<file path="src/rtl/seg_scan_decoder.sv">
// Samples muxed active-low 7-seg pins, captures each digit after STABLE_CYCLES+1 equal samples, assembles a frame.
// Frame appears one edge after the last slot write; a frame completing while out_valid is held is dropped and flags overrun.
module seg_scan_decoder #(
    parameter int NUM_DIGITS    = 4,
    parameter int STABLE_CYCLES = 4
) (
    input  logic                    clk,
    input  logic                    rst_n,
    input  logic [6:0]              seg_in,
    input  logic [NUM_DIGITS-1:0]   an_in,
    output logic [4*NUM_DIGITS-1:0] digits_out,
    output logic [NUM_DIGITS-1:0]   blank_out,
    output logic [NUM_DIGITS-1:0]   err_out,
    output logic                    out_valid,
    input  logic                    out_ready,
    output logic                    overrun
);

    localparam int SW = 7 + NUM_DIGITS;
    localparam int CW = $clog2(STABLE_CYCLES + 1);
    localparam logic [CW-1:0] CNT_MAX = CW'(STABLE_CYCLES);
    localparam logic [CW-1:0] CNT_ARM = CW'(STABLE_CYCLES - 1);

    typedef enum logic [1:0] {S_SETTLE, S_CAPTURE, S_HOLD} state_t;

    logic [SW-1:0]           samp_q, samp_d;
    logic [CW-1:0]           cnt_q, cnt_d;
    state_t                  state_q, state_d;
    logic [NUM_DIGITS-1:0]   seen_q, seen_d;
    logic [4*NUM_DIGITS-1:0] slot_val_q, slot_val_d;
    logic [NUM_DIGITS-1:0]   slot_blank_q, slot_blank_d;
    logic [NUM_DIGITS-1:0]   slot_err_q, slot_err_d;
    logic                    done_q, done_d;
    logic [4*NUM_DIGITS-1:0] dig_q, dig_d;
    logic [NUM_DIGITS-1:0]   blank_q, blank_d;
    logic [NUM_DIGITS-1:0]   err_q, err_d;
    logic                    valid_q, valid_d;
    logic                    ovr_q, ovr_d;

    logic                    same, one_low, capture, accept, load;
    logic [NUM_DIGITS-1:0]   an_low;
    logic [3:0]              dec_val;
    logic                    dec_blank, dec_err;

    // Returns {blank, err, value}.
    function automatic logic [5:0] decode(input logic [6:0] seg);
        case (seg)
            7'b1000000: decode = {2'b00, 4'h0};
            7'b1111001: decode = {2'b00, 4'h1};
            7'b0100100: decode = {2'b00, 4'h2};
            7'b0110000: decode = {2'b00, 4'h3};
            7'b0011001: decode = {2'b00, 4'h4};
            7'b0010010: decode = {2'b00, 4'h5};
            7'b1111111: decode = {2'b10, 4'hF};
            default:    decode = {2'b01, 4'hE};
        endcase
    endfunction

    always_comb begin
        samp_d  = {seg_in, an_in};
        same    = (samp_d == samp_q);
        an_low  = ~samp_q[NUM_DIGITS-1:0];
        one_low = (an_low != '0) && ((an_low & (an_low - NUM_DIGITS'(1))) == '0);
        capture = same && (state_q == S_CAPTURE) && one_low;
        {dec_blank, dec_err, dec_val} = decode(samp_q[SW-1 -: 7]);

        if (!same) begin
            cnt_d = '0;
        end else if (cnt_q == CNT_MAX) begin
            cnt_d = cnt_q;
        end else begin
            cnt_d = cnt_q + CW'(1);
        end

        if (cnt_d == CNT_MAX) begin
            state_d = S_HOLD;
        end else if (cnt_d == CNT_ARM) begin
            state_d = S_CAPTURE;
        end else begin
            state_d = S_SETTLE;
        end

        seen_d       = seen_q;
        slot_val_d   = slot_val_q;
        slot_blank_d = slot_blank_q;
        slot_err_d   = slot_err_q;
        done_d       = 1'b0;
        if (capture) begin
            for (int k = 0; k < NUM_DIGITS; k++) begin
                if (an_low[k]) begin
                    slot_val_d[4*k +: 4] = dec_val;
                    slot_blank_d[k]      = dec_blank;
                    slot_err_d[k]        = dec_err;
                    seen_d[k]            = 1'b1;
                end
            end
            if (seen_d == '1) begin
                seen_d = '0;
                done_d = 1'b1;
            end
        end

        // A completed frame is presented on the edge after the last slot write.
        accept  = valid_q && out_ready;
        load    = done_q && (!valid_q || out_ready);
        dig_d   = dig_q;
        blank_d = blank_q;
        err_d   = err_q;
        valid_d = valid_q;
        ovr_d   = ovr_q;
        if (load) begin
            dig_d   = slot_val_q;
            blank_d = slot_blank_q;
            err_d   = slot_err_q;
            valid_d = 1'b1;
        end else if (accept) begin
            valid_d = 1'b0;
        end
        if (accept) begin
            ovr_d = 1'b0;
        end else if (done_q && !load) begin
            ovr_d = 1'b1;
        end
    end

    always_ff @(posedge clk) begin
        if (!rst_n) begin
            samp_q       <= '1;
            cnt_q        <= '0;
            state_q      <= S_SETTLE;
            seen_q       <= '0;
            slot_val_q   <= '1;
            slot_blank_q <= '1;
            slot_err_q   <= '0;
            done_q       <= 1'b0;
            dig_q        <= '1;
            blank_q      <= '1;
            err_q        <= '0;
            valid_q      <= 1'b0;
            ovr_q        <= 1'b0;
        end else begin
            samp_q       <= samp_d;
            cnt_q        <= cnt_d;
            state_q      <= state_d;
            seen_q       <= seen_d;
            slot_val_q   <= slot_val_d;
            slot_blank_q <= slot_blank_d;
            slot_err_q   <= slot_err_d;
            done_q       <= done_d;
            dig_q        <= dig_d;
            blank_q      <= blank_d;
            err_q        <= err_d;
            valid_q      <= valid_d;
            ovr_q        <= ovr_d;
        end
    end

    assign digits_out = dig_q;
    assign blank_out  = blank_q;
    assign err_out    = err_q;
    assign out_valid  = valid_q;
    assign overrun    = ovr_q;

endmodule

</file>
<file path="config.mk">
export PLATFORM = sky130hd
export DESIGN_NAME = seg_scan_decoder
export DESIGN_NICKNAME = d
export VERILOG_FILES = /design/src/rtl/seg_scan_decoder.sv
export SDC_FILE = /design/constraint.sdc
export NUM_CORES = 1
export LEC_CHECK = 0
export CAP_MARGIN = 10
export CORE_MARGIN = 2
export CORE_UTILIZATION = 49
export DETAILED_ROUTE_END_ITERATION = 6
export GPL_ROUTABILITY_DRIVEN = 0
export GPL_TIMING_DRIVEN = 0
export HOLD_SLACK_MARGIN = 0.02
export PLACE_DENSITY = 0.79
export SLEW_MARGIN = 20
export SYNTH_ARGS = -nofsm -noshare
export SYNTH_HDL_FRONTEND = slang
export SYNTH_SLANG_ARGS = --single-unit
</file>
<file path="constraint.sdc">
create_clock -name clk -period 1.89 [get_ports clk]
set_clock_uncertainty 0.1 [all_clocks]
set_input_delay 0.4725 -clock clk [delete_from_list [all_inputs] [get_ports clk]]
set_output_delay 0.4725 -clock clk [all_outputs]
set_load 0.01 [all_outputs]
</file>
==> results.yml <==
die:
  die_height_um: 84.08
  die_x_um: 84.08
  coreArea_um2: 6277
  initial_core_util_pct: 50.05
  die-area_um2: 7069
  pin_count: 40
  rows: 29
finish:
  nets: 417
  n_antenna_cell: 0
  stdcell_count: 483
  fin_area_um2: 4275
  drive_gt1_share_pct: 27.83
  area_growth_pct: 36.08
pwr:
  p_leak_nw: 1.802
  cellPowerDensity_nw_per_um2: 754.0
  swShare_pct: 23.49
  internal_power_w: 0.002466
  power.switching_w: 0.0007572
  pwr-share-seq_pct: 47.3
  clkPwrFrac_pct: 43.3
  max-vdd-ir-drop_v: 0.0004509
  p_comb_share_pct: 9.4
logic_synthesis:
  ys_warn_count: 0
  yosys.area_share.simple_pct: 30.27
  synth_xor_area_share_pct: 7.089
  synth_area_um2: 3142
  synth_mux_area_share_pct: 5.098
  syn-num-nets: 344
  seq_area_frac_synth_pct: 45.24
  synth.most_common_cell: "dfxtp_1"
  postSynthCellCount: 328
  synthAdderAreaFrac_pct: 0.7965
  synth_top_family_by_area: "simple AND/OR/NAND/NOR gates"
  synth_top_area_share_pct: 45.24
  synth_area_leaders: "dfxtp_1 45%, nand2_1 6.9%, mux2i_1 5.1%"
  synth_commonest_cells: "71 x dfxtp_1, 58 x nand2_1, 24 x nand3_1, 20 x nor2_1, 19 x nand2b_1"
  synth_compound_area_share_pct: 6.452
  synth_ff_type: "dfxtp_1"
  synth_edf_count: 0
  synth_top_cell_by_area: "dfxtp_1"
  ys_types: 54
  ys_ff_latch: 71
  async_reset_ff_share_pct: 0
  syn_area_per_cell_um2: 9.579
route:
  avgViaCountPerCell: 5.230
  drtIter0Drc: 102
  wl_um: 7247
  drc_errors: 0
  vias: 2526
  wl_per_cell_um: 15.00
  drt_pass1_iterations: 4
  antenna_left: 0
clock_tree:
  clock_path_buffers: 2
  clock_sinks: 71
  clk_latency_ns: 0.36
  tritoncts: "done"
  numCtsBuffers: 9
  cts_root_buf: "clkbuf_8"
  htreeDepth: 3
  clk_pin_slew_ns: 0.07
  ctsHoldBuffers: 0
critical_path:
  crit_path_end_kind: "flop"
  crit-reg2reg-launch: "samp_q[0]"
  critPathSlowestCell: "nor4_2"
  start_kind: "flop"
  max_stage_delay_ns: 0.42
  worst_path_most_repeated_cell: "buf_6"
  regToRegEndpoint: "slot_val_q[2]"
  reg2reg_depth: 7
  cp_max_fo: 7
  timing.reg2reg.setup_slack_ns: -0.18
  worst-setup-path-type: "flop to flop"
  cp.arrival_ns: 2.21
  crit_chain: "buf_6, nand4b_1, nor4_2, nor4b_4, buf_6, mux2i_1, nand2_1"
  crit_required_ns: 2.03
sta:
  slew_headroom_pct: 62.76
  drv_slew: 0
  rsz0062_at_grt: "true"
  setup_viol: 18
  post-route-min-period_ns: 2.069
  min_period_over_period_pct: 109.4
  worst_pin_slew_ns: 0.5560
  fmax_mhz: 483.4
  final-hold-violation-count: 0
  fin_ws_ns: -0.1786
worst_hold_path:
  hp-class: "input pin to flop"
  holdPathEnd: "samp_q[9]"
  holdPathStages: 2
  hp-start: "seg_in[5]"
global_route:
  grt_antenna_before_repair: 0
  grt_start_max_net_pins: 13
  grt_usage_pct: 20.58
  grt_overflow: 0
  grt_pass1_wl_um: 11620
  grt_pass1_vias: 2491
outcome:
  outcome: "complete, but fails checks"
  violations: "negative setup slack"
placed_design:
  io_buffers: 39
  placed_cell_area_um2: 3700
  dp_hpwl_um: 4464
  placed_cells: 444
flow_run:
  max-cap-violations: 0
## worst max path at each step
stage	to	from	slack (ns)	depth (start not counted)
floorplan	slot_blank_q[2]	seg_in[5]	-0.11	5
global placement	slot_val_q[10]	seg_in[1]	-0.86	6
detailed placement	slot_val_q[10]	seg_in[1]	-0.88	6
CTS	slot_err_q[3]	samp_q[3]	-0.10	6
global route	slot_val_q[2]	samp_q[0]	-0.28	7
finish	slot_val_q[2]	samp_q[0]	-0.18	7
## power groups by stage
stage | clock network [W] | registers (W) | logic (W)
after floorplan | 0 | 0.00155 | 0.000178
after global placement | 0 | 0.00155 | 0.000243
after detailed placement | 0 | 0.00155 | 0.000248
after CTS | 0.00140 | 0.00152 | 0.000268
after global routing | 0.00148 | 0.00153 | 0.000322
final | 0.00139 | 0.00153 | 0.000303
## metrics by stage
step | setup WS [ns] | total power (W) | utilization, % | TNS [ns] | hold WS (ns)
detailed placement | -0.8814 | 0.001800 | 58.94 | -41.39 | 0.3375
global placement | -0.8551 | 0.001795 | 58.94 | -39.67 | 0.3324
finish | -0.1786 | 0.003224 | 68.11 | -1.154 | 0.3187
CTS | -0.1009 | 0.003188 | 65.84 | -1.787 | 0.3176
floorplan | -0.1133 | 0.001729 | - | -1.065 | 0.3191
global route | -0.2755 | 0.003326 | 68.11 | -3.369 | 0.3266
## cell families after synthesis
logic type | after synthesis
AO/OA/AOI/OAI | 33
XOR/XNOR | 13
adder cells (fa/ha/maj) | 2
flip-flops | 71
AND/OR/NAND/NOR | 164
buffers and inverters | 29
multiplexers | 16
## layer usage
metal	track usage, %	vias to the layer above	routed length [um]
met1	25.81	1198	3075
met4	9.384	0	109
li1	-	1251	-
met5	0	-	0
met2	33.77	65	3709
met3	4.451	12	352
## layout by cell type (no fill, tap or decap), types with 6 or more instances in the layout
master	count
nand2b_1	18
a21oi_2	6
mux2i_1	16
dfxtp_1	62
nand2_1	57
nor3_1	6
clkbuf_2	7
clkbuf_8	11
clkdlybuf4s50_1	28
nor2_1	19
a21oi_1	11
xnor2_4	7
buf_6	12
buf_4	19
inv_1	9
nand3_1	24
## layout make-up
class	count	area [um2]
multi-input combinational	228	1765
clock inverter	5	78.83
timing repair buffer	66	603.1
sequential	71	1445
tap	77	96.34
inverter	9	33.78
buffer	16	101.3
fill	456	2002
clock buffer	11	151.4
## repair_timing
| item | CTS | global route |
|---|---|---|
| endpoints found under the setup margin | 53 | 59 |
| gates cloned | 0 | 0 |
| pin swaps | 22 | 11 |
| resized for setup | 43 | 38 |
| buffers inserted | 20 | 7 |
## flip-flops by register name, indices dropped and copies added, names as in the netlist
register and flops:
digits_out 16, slot_val_q 16, samp_q 11, blank_out 4
err_out 4, seen_q 4, slot_blank_q 4, slot_err_q 4
cnt_q 3, state_q 2, done_q 1, out_valid 1
overrun 1
## worst max-delay path, delay by kind of cell, from the launching register on
kind	cells	cell delay, ns
AND/OR/NAND/NOR	4	1.02
flip-flops	1	0.37
buffers and inverters	2	0.28
multiplexers	1	0.17
(Power assumes the default switching activity.)
